[config.mk]
export PLATFORM = sky130hd
export DESIGN_NAME = pipe_wb_ctl
export DESIGN_NICKNAME = d
export VERILOG_FILES = /design/src/rtl/hxd32_pkg.sv /design/src/rtl/wb_scoreboard.sv /design/src/rtl/pipe_wb_ctl.sv
export SDC_FILE = /design/constraint.sdc
export NUM_CORES = 1
export LEC_CHECK = 0
export ABC_AREA = 1
export BUFFER_PORTS_ARGS = -buffer_cell sky130_fd_sc_hd__buf_2
export CAP_MARGIN = 20
export CORE_MARGIN = 2
export CORE_UTILIZATION = 40
export DETAILED_ROUTE_END_ITERATION = 8
export PLACE_DENSITY = 0.73
export RECOVER_POWER = 50
export SLEW_MARGIN = 10
export SYNTH_ARGS = -nofsm -noshare
export SYNTH_HDL_FRONTEND = slang
export SYNTH_SLANG_ARGS = --single-unit
[constraint.sdc]
create_clock -name clk_i -period 1.57 [get_ports clk_i]
set_input_delay 0.2355 -clock clk_i [delete_from_list [all_inputs] [get_ports clk_i]]
set_output_delay 0.2355 -clock clk_i [all_outputs]
set_load 0.1 [all_outputs]
[src/rtl/hxd32_pkg.sv]
// Shared types for the hxd32 write-back path: register addresses and the
// write-back arbitration state encoding.
package hxd32_pkg;

   typedef logic [4:0] reg_addr_t;

   localparam reg_addr_t REG_ZERO = 5'd0;

   typedef enum logic [1:0] {
      WB_IDLE,
      WB_WAIT,
      WB_FORCE
   } wb_state_t;

endpackage

[src/rtl/wb_scoreboard.sv]
// Per-register busy bits for in-flight MDU results, with three lookup ports
// for the decode-stage hazard check. Register x0 is never busy.
module wb_scoreboard
   import hxd32_pkg::*;
(
   input  logic      clk_i,
   input  logic      rst_n_i,
   input  logic      set_en_i,
   input  reg_addr_t set_rd_i,
   input  logic      clr_en_i,
   input  reg_addr_t clr_rd_i,
   input  reg_addr_t rs1_i,
   input  reg_addr_t rs2_i,
   input  reg_addr_t rd_i,
   output logic      busy_rs1_o,
   output logic      busy_rs2_o,
   output logic      busy_rd_o
);

   logic [31:0] r_busy;
   logic [31:0] w_busy_nxt;

   // NOTE: every combinational output gets its default first so no path
   // through the block can leave it unassigned and infer a latch.
   always_comb begin
      w_busy_nxt = r_busy;
      if (clr_en_i)
         w_busy_nxt[clr_rd_i] = 1'b0;
      // Set is applied after clear so a back-to-back issue to the same rd wins.
      if (set_en_i && (set_rd_i != REG_ZERO))
         w_busy_nxt[set_rd_i] = 1'b1;
      w_busy_nxt[0] = 1'b0;
   end

   // NOTE: state registers use non-blocking assignments so every flop samples
   // the pre-edge values regardless of process ordering.
   always_ff @(posedge clk_i or negedge rst_n_i) begin
      if (!rst_n_i)
         r_busy <= '0;
      else
         r_busy <= w_busy_nxt;
   end

   assign busy_rs1_o = r_busy[rs1_i];
   assign busy_rs2_o = r_busy[rs2_i];
   assign busy_rd_o  = r_busy[rd_i];

endmodule

[src/rtl/pipe_wb_ctl.sv]
// Write-back port arbiter: pipeline has priority over the MDU, with a
// starvation counter that freezes the pipeline so a waiting MDU result drains.
module pipe_wb_ctl
   import hxd32_pkg::*;
#(
   parameter int XLEN       = 32,
   parameter int STARVE_MAX = 4
) (
   input  logic            clk_i,
   input  logic            rst_n_i,
   input  logic            pipe_wr_en_i,
   input  reg_addr_t       pipe_rd_i,
   input  logic [XLEN-1:0] pipe_data_i,
   input  logic            mdu_valid_i,
   input  reg_addr_t       mdu_rd_i,
   input  logic [XLEN-1:0] mdu_data_i,
   output logic            mdu_ready_o,
   input  logic            iss_en_i,
   input  reg_addr_t       iss_rd_i,
   input  reg_addr_t       dec_rs1_i,
   input  reg_addr_t       dec_rs2_i,
   input  reg_addr_t       dec_rd_i,
   output logic            hazard_o,
   output logic            hold_o,
   output logic            rd_wr_en_o,
   output reg_addr_t       rd_wr_addr_o,
   output logic [XLEN-1:0] rd_wr_data_o
);

   localparam logic [3:0] STARVE_LIM = 4'(STARVE_MAX);

   wb_state_t       r_state;
   wb_state_t       w_state_nxt;
   logic [3:0]      r_cnt;
   logic [3:0]      w_cnt_nxt;
   logic [3:0]      w_run;
   logic            r_hold;
   logic            r_wr_en;
   reg_addr_t       r_wr_addr;
   logic [XLEN-1:0] r_wr_data;
   logic            w_force;
   logic            w_pipe_gnt;
   logic            w_busy_rs1;
   logic            w_busy_rs2;
   logic            w_busy_rd;

   assign w_force     = (r_state == WB_FORCE);
   assign mdu_ready_o = mdu_valid_i & (w_force | ~pipe_wr_en_i);
   assign w_pipe_gnt  = pipe_wr_en_i & ~w_force;

   // Blocked cycles seen so far including this one; IDLE starts a fresh run.
   assign w_run = (r_state == WB_IDLE) ? 4'd1 : r_cnt + 4'd1;

   always_comb begin
      w_state_nxt = r_state;
      w_cnt_nxt   = r_cnt;
      if (!mdu_valid_i || mdu_ready_o) begin
         w_state_nxt = WB_IDLE;
         w_cnt_nxt   = 4'd0;
      end else begin
         case (r_state)
            WB_IDLE, WB_WAIT: begin
               if (w_run >= STARVE_LIM) begin
                  w_state_nxt = WB_FORCE;
                  w_cnt_nxt   = STARVE_LIM;
               end else begin
                  w_state_nxt = WB_WAIT;
                  w_cnt_nxt   = w_run;
               end
            end
            default: begin
               w_state_nxt = r_state;
               w_cnt_nxt   = r_cnt;
            end
         endcase
      end
   end

   always_ff @(posedge clk_i or negedge rst_n_i) begin
      if (!rst_n_i) begin
         r_state <= WB_IDLE;
         r_cnt   <= 4'd0;
         r_hold  <= 1'b0;
      end else begin
         r_state <= w_state_nxt;
         r_cnt   <= w_cnt_nxt;
         r_hold  <= (w_state_nxt == WB_FORCE);
      end
   end

   // Address/data hold their last value when nobody is granted.
   always_ff @(posedge clk_i or negedge rst_n_i) begin
      if (!rst_n_i) begin
         r_wr_en   <= 1'b0;
         r_wr_addr <= REG_ZERO;
         r_wr_data <= '0;
      end else if (w_pipe_gnt) begin
         r_wr_en   <= (pipe_rd_i != REG_ZERO);
         r_wr_addr <= pipe_rd_i;
         r_wr_data <= pipe_data_i;
      end else if (mdu_ready_o) begin
         r_wr_en   <= (mdu_rd_i != REG_ZERO);
         r_wr_addr <= mdu_rd_i;
         r_wr_data <= mdu_data_i;
      end else begin
         r_wr_en   <= 1'b0;
      end
   end

   wb_scoreboard u_scoreboard (
      .clk_i      (clk_i),
      .rst_n_i    (rst_n_i),
      .set_en_i   (iss_en_i),
      .set_rd_i   (iss_rd_i),
      .clr_en_i   (mdu_ready_o),
      .clr_rd_i   (mdu_rd_i),
      .rs1_i      (dec_rs1_i),
      .rs2_i      (dec_rs2_i),
      .rd_i       (dec_rd_i),
      .busy_rs1_o (w_busy_rs1),
      .busy_rs2_o (w_busy_rs2),
      .busy_rd_o  (w_busy_rd)
   );

   assign hazard_o     = w_busy_rs1 | w_busy_rs2 | w_busy_rd;
   assign hold_o       = r_hold;
   assign rd_wr_en_o   = r_wr_en;
   assign rd_wr_addr_o = r_wr_addr;
   assign rd_wr_data_o = r_wr_data;

endmodule

== After elaboration in Yosys (flattened, before gate mapping) ==
Cells that the tools add are included.

* Register bits after elaboration: 76
* Output and inout bits: 41
* Logic and storage cells: 66

* $add $sub $neg: 1
* Order comparisons: 8
* Equality and inequality tests: 3
* Muxes and demuxes: 25
* Bitwise logic cells: 10
* Reductions and logical operators: 12

{| class="wikitable"
|+ Operator list
! kind !! number
|-
| $mux 32 || 4
|-
| $and 32x32->32 || 1
|-
| $not 32->32 || 1
|-
| $or 32x32->32 || 1
|-
| $lt 5x6->1 const B || 5
|-
| $mux 4 || 4
|-
| $bmux 1 s5 || 3
|-
| $reduce_bool 5->1 || 3
|-
| $demux 1 s5 || 2
|-
| $ge 5x1->1 const B || 2
|-
| $mux 5 || 2
|-
| $mux 1 || 7
|-
| $mux 2 || 3
|-
| $add 4x1->4 const B || 1
|-
| $eq 2x2->1 const B || 2
|-
| $ge 4x3->1 const B || 1
|-
| $reduce_bool 2->1 || 2
|-
| $logic_and 1x1->1 || 3
|-
| $or 1x1->1 || 3
|-
| $and 1x1->1 || 2
|-
| $eq 2x1->1 const B || 1
|-
| $logic_not 2->1 || 1
|-
| $not 1->1 || 2
|-
| $reduce_or 2->1 || 1
|-
| other kinds (2) || 2
|}

== Longest topological paths before layout ==
* Depth in word-level cells: 9
* Mapped depth: 11

== Modules after synthesis ==
A second synthesis with hierarchy kept.

* Cells, all modules: 617
* Area, all modules: 4394.2 µm²

{| class="wikitable"
|+ By module, submodules not included
! module !! times used !! cells each !! area an instance (µm²) !! seq. area each (µm²)
|-
| wb_scoreboard || 1 || 358 || 2290.9 || 775.7
|-
| pipe_wb_ctl || 1 || 259 || 2103.3 || 1126.1
|}

== Worst setup path before layout ==
OpenSTA, ideal clock, no wires.

* Kind: input -> output
* Start: in dec_rs2_i[0]
* End: out hazard_o
* Arrival time: 1.771 ns
* Required time: 1.334 ns
* Path slack: -0.437 ns
* Cell stages on the path: 11
* Buffers on the path: 2
* Cell sequence: buf_2 inv_1 buf_4 nand2_1 nand3_1 nand3_1 nand2_1 nand2_1 nand3_1 nand2_1 nand3_1

* Word-level cells in the longest chain between the ends: 4

{| class="wikitable"
|+ RTL lines
! element !! RTL line !! source
|-
| start: declaration || pipe_wb_ctl.sv:21 || <nowiki>input reg_addr_t dec_rs2_i,</nowiki>
|-
| $bmux 1 s5 || wb_scoreboard.sv:45 || <nowiki>assign busy_rs2_o = r_busy[rs2_i];</nowiki>
|-
| $mux 1 (not written as such) || wb_scoreboard.sv:45 ||
|-
| $or 1x1->1 (2 in a row) || pipe_wb_ctl.sv:125 || <nowiki>assign hazard_o = w_busy_rs1 | w_busy_rs2 | w_busy_rd;</nowiki>
|-
| end: declaration || pipe_wb_ctl.sv:23 || <nowiki>output logic hazard_o,</nowiki>
|}

Every way passes these cells. The select of a mux whose other input is x is not followed.

== Worst setup path in the final report ==
* Start: reg u_scoreboard.r_busy[20]
* End: out hazard_o

* Word-level cells in the longest chain between the ends: 4
* Elaborated cells on any way between the ends: 8
* Those cells by class: 6 x mux; 2 x bitwise

{| class="wikitable"
|+ RTL lines
! element !! RTL line !! source
|-
| start: declaration || wb_scoreboard.sv:20 || <nowiki>logic [31:0] r_busy;</nowiki>
|-
| start signal: assignment || wb_scoreboard.sv:41 || <nowiki>r_busy <= w_busy_nxt;</nowiki>
|-
| $bmux 1 s5, on equally long branches || wb_scoreboard.sv:44, wb_scoreboard.sv:45 ||
|-
| $mux 1, on equally long branches || wb_scoreboard.sv:44, wb_scoreboard.sv:45 ||
|-
| $or 1x1->1 || pipe_wb_ctl.sv:125 ||
|-
| $or 1x1->1 * || pipe_wb_ctl.sv:125 ||
|}

Every way passes the cells marked *; elsewhere a longest branch is shown, timed or not. The select of a mux whose other input is x is not followed.

==> metrics.cfg <==
[synth]
async_flop_share_pct=100
yosys_warnings=0
synth.largest_area_cell=dfrtp_1
synth_ff_type=dfrtp_1
ys_ff_latch=76
synth_area_leaders=dfrtp_1 44%, nand2_1 19%, nand3_1 15%
yosys-top-cells-count=221 x nand2_1, 129 x nand3_1, 76 x dfrtp_1, 49 x inv_1, 40 x o21ai_1
netlist.area_leader.share_pct=44.1
synth_compound_area_share_pct=9.53
synth_mux_area_share_pct=0
synth_edf_count=0
syn_avg_cell_area_sq_um=7.13
synth_fa_ha_area_share_pct=0.290
syn_area_sq_um=4310
synth-xor-area-share_pct=0.407
synth-simple-area-share_pct=37.9
synth_cell_types=29
ys_seq_area_share_pct=44.1
synthCells=604
synth_top_family_by_area=simple AND/OR/NAND/NOR gates
synth.most_common_cell=nand2_1
synth_nets=704

[die]
rows=37
io_pins=140
die_w_microns=108
fp.dieH_microns=108
coreArea_sq_um=10400
die_area_sq_um=11600
initial_core_util_pct=41.5

[finish]
layout.nets=858
fill_cells=1044
drive_gt1_share_pct=28.4
regArea_sq_um=1920
multi_input_area_sq_um=2110
area_delta_synth_final_pct=28.4

[pwr]
p_leak_nw=2.88
finalPower_mw=6.02
powerDensity_nw_per_um2=1090
max-vdd-ir-drop_mv=0.683

[sta]
max_freq_mhz=538
timing.final.crit_period_ns=1.86
final-hold-violation-count=0
worst_pin_slew_ns=1.02
finClkSkew_ns=0.00344
setup_tns_ns=-1.47
setup_slack_ns=-0.288
final.period_utilization_pct=118
maxSlewHeadroom_pct=32.3
slew_violations=0
setup_violations=31
rsz0062_at_grt=true

[clock_network]
cts.clk_slew.worst_paths_ns=0.07
insertion_delay_ns=0.35
cts-buffers-inserted=9
htree_levels=3
numClockSinks=76
cts_tree=done
clock_path_buffers=2
clock-root-buffer=clkbuf_8

[setup_path]
cp_max_fo=4
cpMostUsedCell=nand3_1
crit_path_start_kind=flop
cp_cell_sequence=nor2_2 > nor2_1 > o21ai_1 > nand3_1 > nand3_1 > nand3_2 > nand2_2 > nand3_4 > buf_12
endpoint_kind=primary output
arrival_ns=1.62
slowest_stage=dfrtp_2
critical_path_class=reg2out
rr_startpoint=r_state[1]
cp-startpoint=u_scoreboard.r_busy[20]
max_stage_delay_ns=0.47
cp.required_ns=1.33

[run_status]
status=finished with violations
violations=setup timing

[global_routing]
grt_usage_pct=24.4
antenna_found_initial=1
grt_max_degree=77
first_global_vias=4490
grt_pass1_wl_mm=22.1
gr-total-overflow=0

[detailed_routing]
wire_per_inst_microns=15.3
drcViolationCount=0
vias=4744
drt_first_iter_violations=338
drtAntennaViolNets=0
wirelength_mm=13.8
drt-pass1-iter-count=5
via_per_inst=5.27

[min_path]
hp-start=pipe_data_i[10]
hp-class=in2reg

[place]
portBuffers=139
dp_hpwl_mm=10.5
gp_congestion=0.966

[run]
drv_cap=0

[power breakdown]
group	internal (mW)	switching (mW)	total [mW]
combinational	0.557	1.46	2.01
clock	0.704	0.671	1.38
sequential	2.26	0.376	2.63
[kinds of logic after synthesis]
family / Yosys count
fa+ha+maj: 1
simple gates: 376
flops: 76
compound gates: 74
buf+inv: 75
xor+xnor: 2
[layer usage]
metal / wire, microns / up-vias / part of all wire (%) / global-route usage [%]
met5: 0 / - / 0 / 0
met1: 5760 / 2246 / 42 / 32.3
met4: 268 / 0 / 1.9 / 5.95
li1: - / 2281 / - / -
met3: 1250 / 22 / 9.1 / 5.57
met2: 6510 / 195 / 47 / 40.5
[critical path, delay by kind of cell, from the launching register on]
kind	cells	cell delay, ns
AND/OR/NAND/NOR	7	0.58
flip-flops	1	0.47
buffers and inverters	1	0.17
AO/OA/AOI/OAI	1	0.07
[worst paths after layout]
check                                          endpoint  slack, ns  cells after the start
worst min register to register         rd_wr_data_o[30]       0.49                      2
min in group asynchronous              rd_wr_data_o[17]       0.70                      3
worst min-delay path                   rd_wr_data_o[10]        0.1                      3
max in group asynchronous       u_scoreboard.r_busy[17]       0.16                      3
worst max register to register  u_scoreboard.r_busy[21]      -0.08                      8
worst max-delay path                           hazard_o      -0.29                      9
[cell usage in the layout, fill, tap and decap left out, types with 2 or more instances in the layout]
| cell type | n |
|---|---|
| nand3_1 | 127 |
| o21ai_0 | 20 |
| nor2_1 | 13 |
| inv_2 | 10 |
| buf_4 | 23 |
| inv_1 | 41 |
| dfrtp_2 | 14 |
| buf_12 | 3 |
| o21ai_1 | 42 |
| o211ai_1 | 5 |
| nand2_2 | 4 |
| clkbuf_1 | 4 |
| dfrtp_1 | 62 |
| nand2_4 | 3 |
| clkbuf_2 | 13 |
| nor3_1 | 3 |
| buf_2 | 124 |
| nand2_1 | 218 |
| clkbuf_8 | 12 |
| o22ai_1 | 3 |
| nand3_4 | 2 |
| xor2_1 | 2 |
[final cells by class]
type / instances / share of cell area (%)
Sequential cell: 76 / 34.7
Timing Repair Buffer: 166 / 17.0
Antenna cell: 1 / 0.0452
Clock buffer: 15 / 3.19
Multi-Input combinational cell: 453 / 38.2
Inverter: 52 / 3.75
Tap cell: 136 / 3.08
Clock inverter: 1 / 0.0905
[flip-flops by register name (all words and copies together), names as in the netlist]
register             cells
rd_wr_en_o               1
r_cnt                    4
hold_o                   1
rd_wr_data_o            32
u_scoreboard.r_busy     31
rd_wr_addr_o             5
r_state                  2
[through the flow]
step           area (sq um)  std cells  hold slack [ns]  worst slack, ns  utilization [%]
6_report               5530        900           0.0959           -0.288             53.3
3_5_place_dp           5250        875            0.297          -0.0481             50.7
5_1_grt                5530        899           0.0953           -0.442             53.3
3_3_place_gp           5250        875            0.289          -0.0121             50.7
2_1_floorplan          4320        604          -0.0601           0.0278                -
4_1_cts                5530        899           0.0872           -0.266             53.3
[repair_timing]
| item | 4_1_cts | 5_1_grt |
|---|---|---|
| setup buffers | 7 | 0 |
| hold buffers | 1 | 0 |
| gates resized for setup | 25 | 7 |
| setup endpoints to repair | 2 | 16 |
| gates cloned | 0 | 0 |
| pin swaps | 7 | 8 |
| endpoints found under the hold margin | 76 | 0 |
No activity file was read; power rests on OpenSTA's default activity.
